`src/rtl/rf_wb_pkg.sv`:
```
// Shared constants and types for the register-file write-back arbiter.
// Holds the address/data widths, FIFO geometry and the entry/port types
// used by wb_fifo2 and regfile_wb_arbiter.
package rf_wb_pkg;

    localparam int RF_ADDR_W     = 5;
    localparam int RF_DATA_W     = 32;
    localparam int WB_FIFO_DEPTH = 2;
    localparam int WB_PORTS      = 2;

    // Pointer and occupancy widths derived from the FIFO depth.
    localparam int WB_PTR_W = $clog2(WB_FIFO_DEPTH);
    localparam int WB_CNT_W = $clog2(WB_FIFO_DEPTH + 1);

    typedef logic [RF_ADDR_W-1:0] rf_addr_t;
    typedef logic [RF_DATA_W-1:0] rf_data_t;

    // One pending register write.
    typedef struct packed {
        rf_addr_t addr;
        rf_data_t data;
    } wb_entry_t;

    // Identifies a request port; also the encoding of the last-grant pointer.
    typedef enum logic {
        PORT0 = 1'b0,
        PORT1 = 1'b1
    } port_e;

    // True when a valid slot holds the queried register address.
    function automatic logic addr_match(input logic valid, input rf_addr_t slot_addr,
                                        input rf_addr_t query_addr);
        return valid && (slot_addr == query_addr);
    endfunction

endpackage

```
`src/rtl/wb_fifo2.sv`:
```
// Two-entry write-back FIFO for one request port.
// Circular buffer with read/write pointers and an occupancy counter.
// Exposes per-slot valid flags and addresses so the top level can check
// for pending writes to a queried register.
module wb_fifo2 import rf_wb_pkg::*; (
    input  logic                                Clk,
    input  logic                                Reset,
    input  logic                                push,
    input  wb_entry_t                           push_entry,
    input  logic                                pop,
    output logic                                full,
    output logic                                empty,
    output wb_entry_t                           head,
    output logic     [WB_FIFO_DEPTH-1:0]        entry_valid,
    output rf_addr_t [WB_FIFO_DEPTH-1:0]        entry_addr
);

    wb_entry_t [WB_FIFO_DEPTH-1:0] mem;
    logic      [WB_PTR_W-1:0]      rd_ptr;
    logic      [WB_PTR_W-1:0]      wr_ptr;
    logic      [WB_CNT_W-1:0]      count;

    logic push_en;
    logic pop_en;

    // A full FIFO refuses pushes even when it is popped in the same cycle.
    assign full    = (count == WB_CNT_W'(WB_FIFO_DEPTH));
    assign empty   = (count == '0);
    assign push_en = push && !full;
    assign pop_en  = pop && !empty;
    assign head    = mem[rd_ptr];

    // Pointer and occupancy bookkeeping.
    always_ff @(posedge Clk or posedge Reset) begin
        // NOTE: sequential state uses non-blocking (<=) so every flop samples
        // pre-edge values regardless of statement order.
        if (Reset) begin
            rd_ptr <= '0;
            wr_ptr <= '0;
            count  <= '0;
        end else begin
            if (push_en) wr_ptr <= wr_ptr + WB_PTR_W'(1);
            if (pop_en)  rd_ptr <= rd_ptr + WB_PTR_W'(1);
            case ({push_en, pop_en})
                2'b10:   count <= count + WB_CNT_W'(1);
                2'b01:   count <= count - WB_CNT_W'(1);
                default: count <= count;
            endcase
        end
    end

    // Entry storage.
    always_ff @(posedge Clk) begin
        // NOTE: the storage array has no reset; slot contents are only
        // observed through entry_valid/count, which are reset.
        if (push_en) mem[wr_ptr] <= push_entry;
    end

    // A slot is live when its distance from the read pointer is below the occupancy.
    always_comb begin
        // NOTE: combinational outputs get a default first so no path
        // leaves them unassigned and infers a latch.
        entry_valid = '0;
        entry_addr  = '0;
        for (int i = 0; i < WB_FIFO_DEPTH; i++) begin
            entry_valid[i] = (WB_CNT_W'(WB_PTR_W'(WB_PTR_W'(i) - rd_ptr)) < count);
            entry_addr[i]  = mem[i].addr;
        end
    end

endmodule

```
`src/rtl/regfile_wb_arbiter.sv`:
```
// Register-file write-back arbiter.
// Two request ports, each buffered in a wb_fifo2, share one register file
// write port. Round-robin arbitration between non-empty FIFO heads; the
// granted entry is registered onto Write_Reg/W_Addr/W_Data. Q_Hit reports
// whether a queried register has a write still pending.
// Optional feature: define RF_ZERO_GUARD_EN to suppress writes to
// register 0 (entries are still consumed) and exclude it from Q_Hit.
module regfile_wb_arbiter import rf_wb_pkg::*; (
    input  logic                 Clk,
    input  logic                 Reset,
    input  logic                 Req_Valid_0,
    output logic                 Req_Ready_0,
    input  logic [RF_ADDR_W-1:0] Req_Addr_0,
    input  logic [RF_DATA_W-1:0] Req_Data_0,
    input  logic                 Req_Valid_1,
    output logic                 Req_Ready_1,
    input  logic [RF_ADDR_W-1:0] Req_Addr_1,
    input  logic [RF_DATA_W-1:0] Req_Data_1,
    output logic                 Write_Reg,
    output logic [RF_ADDR_W-1:0] W_Addr,
    output logic [RF_DATA_W-1:0] W_Data,
    input  logic [RF_ADDR_W-1:0] Q_Addr,
    output logic                 Q_Hit,
    output logic                 Busy
);

`ifdef RF_ZERO_GUARD_EN
    localparam bit ZERO_GUARD = 1'b1;
`else
    localparam bit ZERO_GUARD = 1'b0;
`endif

    logic      [WB_PORTS-1:0] req_valid;
    logic      [WB_PORTS-1:0] push;
    logic      [WB_PORTS-1:0] pop;
    logic      [WB_PORTS-1:0] full;
    logic      [WB_PORTS-1:0] empty;
    wb_entry_t                req_entry   [WB_PORTS];
    wb_entry_t                head        [WB_PORTS];
    logic      [WB_FIFO_DEPTH-1:0] fifo_valid [WB_PORTS];
    rf_addr_t  [WB_FIFO_DEPTH-1:0] fifo_addr  [WB_PORTS];

    port_e     last_grant;
    port_e     last_grant_nxt;
    logic      grant_any;
    logic      write_en;
    wb_entry_t granted;

    // Port bundling; ready comes straight from registered FIFO occupancy.
    assign req_valid    = {Req_Valid_1, Req_Valid_0};
    assign req_entry[0] = '{addr: Req_Addr_0, data: Req_Data_0};
    assign req_entry[1] = '{addr: Req_Addr_1, data: Req_Data_1};
    assign Req_Ready_0  = !full[0];
    assign Req_Ready_1  = !full[1];
    assign push         = req_valid & ~full;

    for (genvar p = 0; p < WB_PORTS; p++) begin : g_port
        wb_fifo2 u_fifo (
            .Clk         (Clk),
            .Reset       (Reset),
            .push        (push[p]),
            .push_entry  (req_entry[p]),
            .pop         (pop[p]),
            .full        (full[p]),
            .empty       (empty[p]),
            .head        (head[p]),
            .entry_valid (fifo_valid[p]),
            .entry_addr  (fifo_addr[p])
        );
    end

    // Last-grant pointer; reset to PORT1 so port 0 wins the first contention.
    always_ff @(posedge Clk or posedge Reset) begin
        if (Reset) last_grant <= PORT1;
        else       last_grant <= last_grant_nxt;
    end

    // Round-robin grant: a sole non-empty port wins, otherwise the port not granted last.
    always_comb begin
        pop            = '0;
        last_grant_nxt = last_grant;
        if (!empty[0] && (empty[1] || last_grant == PORT1)) begin
            pop[0]         = 1'b1;
            last_grant_nxt = PORT0;
        end else if (!empty[1]) begin
            pop[1]         = 1'b1;
            last_grant_nxt = PORT1;
        end
    end

    assign grant_any = |pop;
    assign granted   = pop[1] ? head[1] : head[0];
    assign write_en  = grant_any && !(ZERO_GUARD && (granted.addr == '0));

    // Output stage: registers the granted entry; Write_Reg drops in idle cycles.
    always_ff @(posedge Clk or posedge Reset) begin
        if (Reset) begin
            Write_Reg <= 1'b0;
            W_Addr    <= '0;
            W_Data    <= '0;
        end else begin
            Write_Reg <= write_en;
            if (grant_any) begin
                W_Addr <= granted.addr;
                W_Data <= granted.data;
            end
        end
    end

    // Hazard query across every live FIFO slot and the output stage.
    always_comb begin
        Q_Hit = addr_match(Write_Reg, W_Addr, Q_Addr);
        for (int p = 0; p < WB_PORTS; p++) begin
            for (int i = 0; i < WB_FIFO_DEPTH; i++) begin
                if (addr_match(fifo_valid[p][i], fifo_addr[p][i], Q_Addr)) Q_Hit = 1'b1;
            end
        end
        if (ZERO_GUARD && (Q_Addr == '0)) Q_Hit = 1'b0;
    end

    assign Busy = !empty[0] || !empty[1] || Write_Reg;

endmodule

```
`config.mk`:
```
export PLATFORM = sky130hd
export DESIGN_NAME = regfile_wb_arbiter
export DESIGN_NICKNAME = d
export VERILOG_FILES = /design/src/rtl/rf_wb_pkg.sv /design/src/rtl/wb_fifo2.sv /design/src/rtl/regfile_wb_arbiter.sv
export SDC_FILE = /design/constraint.sdc
export NUM_CORES = 1
export LEC_CHECK = 0
export CELL_PAD_IN_SITES_DETAIL_PLACEMENT = 1
export CELL_PAD_IN_SITES_GLOBAL_PLACEMENT = 1
export CORE_ASPECT_RATIO = 0.75
export CORE_MARGIN = 1.5
export CORE_UTILIZATION = 45
export DETAILED_ROUTE_END_ITERATION = 8
export HOLD_SLACK_MARGIN = 0.05
export PLACE_DENSITY_LB_ADDON = 0.1
export REMOVE_ABC_BUFFERS = 1
export SLEW_MARGIN = 20
export SYNTH_ARGS = -nofsm -noshare
export SYNTH_HDL_FRONTEND = slang
export SYNTH_SLANG_ARGS = --single-unit
```
`constraint.sdc`:
```
create_clock -name Clk -period 4.7 [get_ports Clk]
set_input_delay 0.94 -clock Clk [delete_from_list [all_inputs] [get_ports Clk]]
set_output_delay 0.94 -clock Clk [all_outputs]
set_load 0.005 [all_outputs]
```
==> results of run 1 <==
kinds of logic (layout without fill, tap and decap cells):
group	Yosys count	count (layout)
compound gates	48	48
xor+xnor	35	35
fa+ha+maj	2	2
buf+inv	30	165
flops	195	195
mux	109	109
simple gates	65	65
cells in the mapped netlist, drive strengths merged:
| master | instances |
|---|---|
| nand2b | 3 |
| a22oi | 2 |
| o22ai | 1 |
| ha | 2 |
| nor2b | 2 |
| o31ai | 2 |
| dfrtp | 46 |
| a21oi | 5 |
| xor2 | 14 |
| or2 | 1 |
| inv | 2 |
| buf | 22 |
| edfxtp | 148 |
| nand4 | 1 |
| o2111ai | 2 |
| mux2 | 37 |
| and3 | 3 |
| nor3 | 3 |
| clkbuf | 6 |
| dfstp | 1 |
| nor2 | 10 |
| mux2i | 72 |
| o21ai | 35 |
| a21o | 1 |
| xnor2 | 21 |
| nand2 | 39 |
| or4 | 2 |
| nor4 | 1 |
registers in the layout (all words and copies together) (netlist names):
register / count
g_port.u_fifo.entry_addr: 20
W_Addr: 5
W_Data: 32
g_port.u_fifo.mem: 128
g_port.u_fifo.rd_ptr: 2
g_port.u_fifo.wr_ptr: 2
Write_Reg: 1
g_port.u_fifo.count: 4
last_grant: 1
per-layer routing:
layer  up-vias  part of all wire
li1       2035                 -
met1      2258              0.46
met2       108              0.48
met3        20             0.046
met4         2             0.013
met5         -           0.00072
power breakdown:
group,leakage [nW],switching (mW),total (mW),internal (mW)
clock,0.285,0.702,1.46,0.759
sequential,1.92,0.291,2.73,2.44
combinational,1.43,1.11,2.27,1.16
total,3.63,2.11,6.47,4.36
metrics by stage:
stage	hold WS, ps	power (mW)	instances	cell area (µm²)	setup slack [ps]
global placement	462.4	4.979	823	9316	760.9
global route	517.4	6.825	855	9911	562.1
detailed placement	472.5	5.079	823	9316	652.1
floorplan	460.8	4.096	456	7707	1419
CTS	488.8	6.554	855	9907	653.9
finish	482.5	6.466	855	9911	662.8
path summary, 6_finish.rpt:
path,startpoint,to,cells past startpoint
max in group asynchronous,Reset,last_grant,3
hold / removal,W_Data[3],W_Data[3],2
setup / recovery,Q_Addr[4],Q_Hit,6
min in group asynchronous,Reset,g_port[0].u_fifo.rd_ptr,2
hold reg to reg,W_Data[3],W_Data[3],2
setup reg to reg,g_port[0].u_fifo.count[1],W_Data[6],5
worst max-delay path: stages:
cell	delay, ps
clkdlybuf4s50_1	560
xor2_1	220
or4_1	500
o22ai_1	180
or4_1	180
clkdlybuf4s50_1	520
cell type report:
class | instances | area (µm²)
clock inverters | 15 | 165.2
inverters | 2 | 7.507
repair buffers | 131 | 1294
well taps | 236 | 295.3
multi-input cells | 259 | 2100
flip-flops and latches | 195 | 5624
clock buffers | 17 | 425.4
fillers | 1561 | 7069
==> results.tsv, run 1 <==
stage	metric	value	unit
status	status	completed	
grt	met2 Usage GRT	0.3436	
cells_and_area	commonest non-fill, non-tap cell in the layout	edfxtp_1	
clock_network	Clock Path Buffers	2	
cells_and_area	ANT cells	0	
timing	Final Hold Fails	0	
timing	post-route minimum period	4037	ps
route	initial DRC count	190	
pwr	P_leak	3.630	nW
grt	met1 usage in global routing	0.2773	
grt	global-route wire length before repair	28.30	mm
timing	slew margin rel.	0.2756	
synthesis	Synth Area in Adders	0.003174	
route	DRT Wirelength	18.12	mm
synthesis	Post-Synth Simple-Gate Area	0.03792	
cells_and_area	Syn-to-layout area delta	25.69	%
clock_network	clock sinks	195	
min_path	Tightest Hold Check Type	flop to flop	
die	IO Pins	125	
setup_path	crit path DAT	3100	ps
setup_path	r2r setup slk	2100	ps
cells_and_area	Nets	691	
grt	gr busiest metal	met2	
clock_network	Clk Latency, worst-skew pair	440	ps
setup_path	Setup crit start kind	input pin	
synthesis	Synth top area share	0.5636	
synthesis	Post-Syn Instances	484	
route	Via density	5.173	
synthesis	sequential-to-total area share from yosys stat	0.7129	
clock_network	Root Buffer	clkbuf_16	
timing	RSZ-0062 raised after global routing	no	
synthesis	complex-gate fraction of the synthesized area	0.03459	
synthesis	area leader, netlist	edfxtp_1	
timing	max-slew violations	0	
synthesis	Ys Warns	0	
grt	initial antenna violation count	1	
timing	setup tns final	0	ps
setup_path	endpoint class of the critical path	primary output	
timing	fin crit share	0.8590	
cells_and_area	commonest non-fill, non-tap cells in the layout	edfxtp_1 (148), clkdlybuf4s50_1 (124), mux2i_1 (72)	
route	DRC Markers	0	
route	WL/cell	21.19	µm
synthesis	largest cells by area after synthesis	edfxtp_1 (56%), dfrtp_1 (15%), mux2i_1 (9.1%), mux2_2 (3.9%), xnor2_1 (2.3%)	
grt	global routing usage on met3	0.04897	
die	Die W	155.9	µm
job	MaxCap Viol Count	0	
setup_path	Worst Setup Path Type	input pin to primary output	
synthesis	XOR/XNOR share of the synthesized area	0.03888	
timing	Least-Margin Pin Slew	1087	ps
synthesis	post-synthesis mux area share	0.1490	
synthesis	Synth Area per Inst	16.29	µm²
die	Core Box Area	16980	µm²
synthesis	synthesized flop and latch total	195	
clock_network	CTS tree	built	
clock_network	TritonCTS buffer count	17	
die	row cnt	41	
synthesis	Netlist cell types	36	
timing	Final Skew	14.70	ps
synthesis	mapped cell area	7885	µm²
clock_network	H-tree Lvls	4	
clock_network	Post-CTS Setup Bufs	0	
grt	largest net degree at the start of global routing	72	
die	Starting Density	0.4644	
placement	GP Congestion	0.8580	
pwr	Power Density	652.4	nW/µm²
route	total vias in the final route	4423	
placement	HPWL Detailed	11.44	mm
cells_and_area	fin util	0.5837	
placement	Port Buffer Count	124	
clock_network	Post-CTS Hold Fix Bufs	0	
grt	total track usage	0.2101	
cells_and_area	share of cells above drive strength 1	0.1422	
die	die footprint	18330	µm²
pwr	peak supply drop	0.3979	mV
timing	Finish-stage setup viols	0	
route	Pre-antenna DRT Iters	7	
die	Die Y	117.6	µm
clock_network	# resized after CTS	0	
synthesis	main combinational cell family by area after synthesis	multiplexers	
route	post-route ant nets	0	
setup_path	worst-path maximum fanout	5	
grt	vias in the first global route	4938	
grt	grt ovf	0	
setup_path	WP data required	3760	ps
clock_network	clock-pin slew on the worst setup and hold paths	70	ps
timing	Fmax achieved	247.7	MHz
Note: power is estimated with default switching activity, not from simulation.
==> run 2, diff against run 1 <==
Settings changed: ABC_AREA set to 1, CORE_UTILIZATION 45 to 42, GPL_ROUTABILITY_DRIVEN set to 0.
Clock period 4.7 ns to 4.3 ns, I/O delays scaled along.
==> run 2 against run 1 <==
Compared with the run above: register-to-register slack lost 260 ps; sequential power grew 12%; core utilization shrank 4.4 points; highest routed layer is now met4.
==> results.tsv, run 2 <==
stage	metric	value	unit	change
status	status	completed		
die	Die W	162.2	µm	+4.1%
clock_network	Clk Latency, worst-skew pair	440	ps	about the same
pwr	Pint	4.474	mW	+2.6%
die	Starting Density	0.4301		-0.03431
placement	# placed instances	1093		+33%
timing	Final Skew	12.22	ps	-2.482 ps
synthesis	Main synth FF type	edfxtp_1		
cells_and_area	share of cells above drive strength 1	0.06606		-0.07611
cells_and_area	Syn-to-layout area delta	25.47	%	
synthesis	Async SR Flop Fraction	0.2410		unchanged
placement	Placement Setup Slack	763.2	ps	+111.1 ps
clock_network	Post-CTS Hold Fix Bufs	0		unchanged
cells_and_area	commonest non-fill, non-tap cells in the layout	nand2_1 (295), edfxtp_1 (148), clkdlybuf4s50_1 (124)		
setup_path	Largest delay share family, worst path	buffers and inverters		
route	initial DRC count	366		+93%
grt	initial antenna violation count	0		-1
clock_network	Post-CTS Setup Bufs	0		unchanged
die	die footprint	19850	µm²	+8.3%
timing	slew margin rel.	0.3499		+0.07420
route	DRC Markers	0		unchanged
pwr	sequential power share	0.425		+0.002
clock_network	Clock Path Buffers	2		unchanged
synthesis	Ys Warns	0		unchanged
die	row cnt	43		+4.9%
synthesis	number of synthesized flops with an enable pin	148		unchanged
timing	fin crit share	0.8299		
setup_path	Worst Setup Path Type	flop to primary output		
die	Die Y	122.4	µm	+4.0%
clock_network	clock-pin slew on the worst setup and hold paths	60	ps	about the same
job	MaxCap Viol Count	0		unchanged
min_path	Tightest Hold Check Type	flop to flop		
pwr	P_leak	4.099	nW	+13%
grt	largest net degree at the start of global routing	40		-44%
die	Core Box Area	18560	µm²	+9.3%
cells_and_area	fin util	0.5396		-0.04407
timing	post-route minimum period	3569	ps	
cells_and_area	Nets	950		+37%
route	post-route ant nets	0		unchanged
synthesis	top cells by count, synth	nand2_1 (295), edfxtp_1 (148), nor2_1 (60)		
cells_and_area	number of flip-flops under the largest register name	128		unchanged
timing	Fmax achieved	280.2	MHz	
synthesis	Synth top area share	0.5567		-0.006891
synthesis	sequential-to-total area share from yosys stat	0.7042		-0.008716
setup_path	endpoint class of the critical path	primary output		
clock_network	H-tree Lvls	4		unchanged
synthesis	area leader, netlist	edfxtp_1		
pwr	Comb pwr share	0.367		+0.016
clock_network	# resized after CTS	0		unchanged
pwr	clock share of power	0.208		-0.018
synthesis	synthesized flop and latch total	195		unchanged
grt	total track usage	0.2342		+0.02409
clock_network	clock sinks	195		unchanged
timing	Finish-stage setup viols	0		unchanged
setup_path	crit path DAT	2710	ps	-390 ps
placement	Port Buffer Count	124		unchanged
cells_and_area	fin cells	1126		+32%
synthesis	Netlist cell types	29		-19%
route	WL/cell	19.55	µm	-7.7%
pwr	peak supply drop	0.3164	mV	-20%
timing	Least-Margin Pin Slew	971.8	ps	-114.7 ps
pwr	Power Density	717.1	nW/µm²	+9.9%
timing	post-layout worst setup margin	731.4	ps	+68.62 ps
setup_path	crit-path max cell delay	450	ps	-110 ps
synthesis	mapped cell area	7983	µm²	+1.2%
synthesis	Post-Syn Instances	742		+53%
route	Pre-antenna DRT Iters	5		-2
clock_network	Root Buffer	clkbuf_16		
setup_path	CP Buf/Inv Count	3		+1
timing	Final Hold Fails	0		unchanged
synthesis	count leader, synth	nand2_1		
setup_path	WP data required	3440	ps	-320 ps
timing	RSZ-0062 raised after global routing	no		
cells_and_area	commonest non-fill, non-tap cell in the layout	nand2_1		
synthesis	largest cells by area after synthesis	edfxtp_1 (56%), dfrtp_1 (14%), nand2_1 (14%), o21ai_0 (3.0%), nor2_1 (2.8%)		
clock_network	TritonCTS buffer count	17		unchanged
timing	max-slew violations	0		unchanged
grt	vias in the first global route	6291		+27%
route	Via density	5.153		-0.39%
setup_path	crit-path cells	inv_1 > nand2_2 > nor2_2 > inv_2 > or2_2 > clkdlybuf4s50_1		
setup_path	Setup crit start kind	flop		
die	IO Pins	125		unchanged
cells_and_area	Largest Register	g_port.u_fifo.mem		
grt	grt ovf	0		unchanged
grt	global-route wire length before repair	34.04	mm	+20%
clock_network	CTS tree	built		
timing	setup tns final	0	ps	unchanged
setup_path	worst-path maximum fanout	36		+31
setup_path	CP max-delay cell	clkdlybuf4s50_1		
synthesis	Synth Area per Inst	10.76	µm²	-34%
route	DRT Wirelength	22.02	mm	+22%
pwr	sw power	2.708	mW	+29%
placement	HPWL Detailed	13.86	mm	+21%
route	total vias in the final route	5802		+31%
pwr	Sw Share	0.3770		+0.05142
## run 2: through the flow
step | area (µm²) | power, mW | hold slack (ps)
final | 10020 | 7.182 | 493.0
after global placement | 9473 | 5.590 | 467.8
after detailed placement | 9473 | 5.742 | 474.4
after floorplan | 7800 | 4.377 | 472.4
after CTS | 10010 | 7.254 | 491.7
after global routing | 10010 | 7.652 | 527.5
## run 2: area by class of cell
class                      count  area, µm²
inverter                      37      138.9
multi-input combinational    478       2069
antenna                        1      2.502
clock buffer                  18      429.2
clock inverter                14      111.4
sequential                   195       5624
tap                          247      309.0
fill                        1993       8546
timing repair buffer         136       1331
## run 2: worst paths after layout
path                                      startpoint  cells past startpoint  slack, ps                   endpoint
max                        g_port[1].u_fifo.count[1]                      6        730                       Busy
min                                        W_Data[0]                      2        490                  W_Data[0]
max reg2reg                g_port[0].u_fifo.count[0]                      9       1840  g_port[1].u_fifo.count[1]
min reg2reg                                W_Data[0]                      2        490                  W_Data[0]
max in group asynchronous                      Reset                      3       2640                 last_grant
min in group asynchronous                      Reset                      2        840                 W_Data[22]
## run 2: power groups by stage
stage	combinational (mW)	sequential [mW]	clock (mW)
after floorplan	1.38	3.00	0
after global placement	2.53	3.06	0
after detailed placement	2.65	3.09	0
after CTS	2.68	3.06	1.52
after global routing	2.95	3.12	1.58
final	2.64	3.05	1.49
## run 2: cell families (layout without fill, tap and decap cells)
logic type,after synthesis,in the layout,synth area share
flops,195,195,0.7042
simple gates,368,368,0.1768
fa+ha+maj,2,2,0.003134
other cells,0,1,0
buf+inv,69,205,0.04028
xor+xnor,11,11,0.01207
compound gates,97,97,0.06348
## run 2: layer usage
metal / vias to the layer above / GRT usage / share of wire
met5: - / 0 / 0
met4: 0 / 0.07167 / 0.017
met3: 32 / 0.05542 / 0.056
met2: 165 / 0.3906 / 0.48
met1: 2902 / 0.3067 / 0.45
li1: 2703 / - / -
## run 2: worst min-delay path: stages, from the launching register on
cell and delay, ps:
dfrtp_1 350, nand2_1 60, nand2_1 50
==> run 3, diff against run 2 <==
Settings changed: CORE_UTILIZATION 42 to 38.
Clock period 4.3 ns to 2.94 ns, I/O delays scaled along.
==> run 3 against run 2 <==
Compared with the run above: sequential share of layout area decreased by 0.73 points; die area increased by 10%; sequential power increased by 43%; clock power increased by 49%; hold slack got worse by 50 ps; clock-buffer cell count increased by 3; sequential cell count unchanged; largest cell class unchanged; largest power group unchanged.
==> results.tsv, run 3 (same netlist as run 2, synthesis figures left out) <==
stage	metric	value	unit	change
cells_and_area	number of flip-flops under the largest register name	128		unchanged
timing	fin crit share	0.9536		
cells_and_area	share of cells above drive strength 1	0.07458		+0.008517
route	initial DRC count	339		-7.4%
timing	post-route minimum period	2803	ps	
grt	largest net degree at the start of global routing	39		-2.5%
grt	grt ovf	0		unchanged
route	DRC Markers	0		unchanged
clock_network	H-tree Lvls	4		unchanged
timing	Final Skew	10.95	ps	-1.264 ps
timing	slew margin rel.	0.6453		+0.2955
cells_and_area	Fill cells	2245		+13%
die	IO Pins	125		unchanged
route	DRT Wirelength	21.43	mm	-2.7%
job	MaxCap Viol Count	0		unchanged
setup_path	R2R Path Start	g_port[1].u_fifo.rd_ptr		
grt	vias in the first global route	6031		-4.1%
die	Core Box Area	20440	µm²	+10%
setup_path	worst-path maximum fanout	6		-83%
setup_path	r2r setup slk	670	ps	-1170 ps
timing	max-slew violations	0		unchanged
die	Die Y	128.5	µm	+5.0%
grt	global-route wire length before repair	33.44	mm	-1.8%
placement	Port Buffer Count	124		unchanged
grt	initial antenna violation count	0		unchanged
clock_network	Post-CTS Setup Bufs	0		unchanged
die	Starting Density	0.3906		-0.03949
pwr	Power Density	1041	nW/µm²	+45%
clock_network	CTS tree	built		
clock_network	Root Buffer	clkbuf_16		
setup_path	Worst Setup Path Type	flop to primary output		
timing	RSZ-0062 raised after global routing	no		
clock_network	clock-pin slew on the worst setup and hold paths	70	ps	about the same
status	status	completed		
cells_and_area	commonest non-fill, non-tap cells in the layout	nand2_1 (295), edfxtp_1 (148), clkdlybuf4s50_1 (119)		
cells_and_area	Syn-to-layout area delta	27.13	%	
cells_and_area	fin util	0.4965		-0.04306
setup_path	R2R Path End	W_Data[2]		
clock_network	TritonCTS buffer count	17		unchanged
die	row cnt	45		+4.7%
die	Die W	170.4	µm	+5.0%
route	Pre-antenna DRT Iters	4		-1
setup_path	crit path DAT	2220	ps	-490 ps
timing	Fmax achieved	356.7	MHz	
setup_path	WP data required	2350	ps	-1090 ps
timing	Least-Margin Pin Slew	532.0	ps	-439.8 ps
cells_and_area	commonest non-fill, non-tap cell in the layout	nand2_1		
route	post-route ant nets	0		unchanged
cells_and_area	ANT cells	0		-1
pwr	P_leak	4.167	nW	+1.7%
placement	HPWL Detailed	13.97	mm	+0.79%
clock_network	clock sinks	195		unchanged
timing	Final Hold Fails	0		unchanged
clock_network	Clock Path Buffers	2		unchanged
setup_path	endpoint class of the critical path	primary output		
cells_and_area	Largest Register	g_port.u_fifo.mem		
cells_and_area	Nets	957		+0.74%
clock_network	Post-CTS Hold Fix Bufs	0		unchanged
setup_path	Setup crit start kind	flop		
route	Via density	4.893		-5.0%
pwr	peak supply drop	0.5197	mV	+64%
die	die footprint	21890	µm²	+10%
timing	Finish-stage setup viols	0		unchanged
clock_network	Clk Latency, worst-skew pair	430	ps	about the same
pwr	Total Power	10.57	mW	+47%
route	WL/cell	18.36	µm	-6.1%
setup_path	worst r2r path cells	7		-2
timing	setup tns final	0	ps	unchanged
min_path	Tightest Hold Check Type	input pin to asynchronous set/reset pin		
grt	total track usage	0.2076		-0.02664
route	total vias in the final route	5710		-1.6%
-- run 3: cell types whose count changed in the layout (fill, tap and decap cells not counted), sizes merged --
cell	previous run	this run
clkinv	9	6
clkdlybuf4s50	124	119
clkinvlp	1	2
inv	40	39
diode	1	0
clkbuf	18	21
buf	12	19
dlygate4sd2	0	2
dlymetal6s2s	0	3
-- run 3: metal layers --
metal  global-route usage  up-vias  part of all wire  routed length [µm]
met5                    0        -                 0                   0
met2               0.3433      122              0.48               10210
met1               0.2874     2869              0.48               10320
li1                     -     2707                 -                   -
met4              0.05414        0            0.0093                 200
met3              0.03291       12             0.032                 694
-- run 3: how the worst max path moves through the flow --
stage / start / cells after the start / slack (ps) / endpoint
6_report: g_port[1].u_fifo.count[1] / 6 / 140 / Busy
5_1_grt: g_port[1].u_fifo.count[1] / 6 / 20 / Busy
4_1_cts: Q_Addr[2] / 10 / 40 / Q_Hit
3_5_place_dp: Q_Addr[1] / 10 / -50 / Q_Hit
3_3_place_gp: Q_Addr[0] / 10 / 60 / Q_Hit
2_1_floorplan: g_port[1].u_fifo.count[0] / 4 / 200 / g_port[1].u_fifo.entry_addr[5]
-- run 3: power breakdown --
| part | switching [mW] | internal, mW | total (mW) |
|---|---|---|---|
| clock | 1.04 | 1.17 | 2.22 |
| combinational | 2.44 | 1.55 | 3.98 |
| sequential | 0.469 | 3.90 | 4.37 |
-- run 3: worst max-delay path: stages (launching register included) --
cell and delay (ps):
dfrtp_1 430, inv_1 140, nand2_2 150, nor2_4 260
inv_2 60, or2_2 280, clkdlybuf4s50_1 470
-- run 3: area by class of cell --
cell class,count,area (µm²),share of cell area
clock buffer,21,440.4,0.04340
clock inverter,11,103.9,0.01023
inverter,37,138.9,0.01369
multi-input combinational,478,2074,0.2044
sequential,195,5624,0.5542
tap,282,352.8,0.03477
timing repair buffer,143,1414,0.1393
-- run 3: per-stage QoR --
| step | worst slack (ps) | hold slack [ps] | cells | area, µm² |
|---|---|---|---|---|
| floorplan | 202.3 | 472.4 | 710 | 7800 |
| global placement | 56.39 | 466.4 | 1135 | 9594 |
| CTS | 42.21 | 447.4 | 1167 | 10140 |
| finish | 136.5 | 443.4 | 1167 | 10150 |
| global route | 22.75 | 470.9 | 1167 | 10150 |
| detailed placement | -53.70 | 485.1 | 1135 | 9594 |
-- run 3: what timing repair did --
item	CTS	global route
endpoints found under the hold margin	0	0
gates resized for setup	3	3
endpoints found under the setup margin	2	1
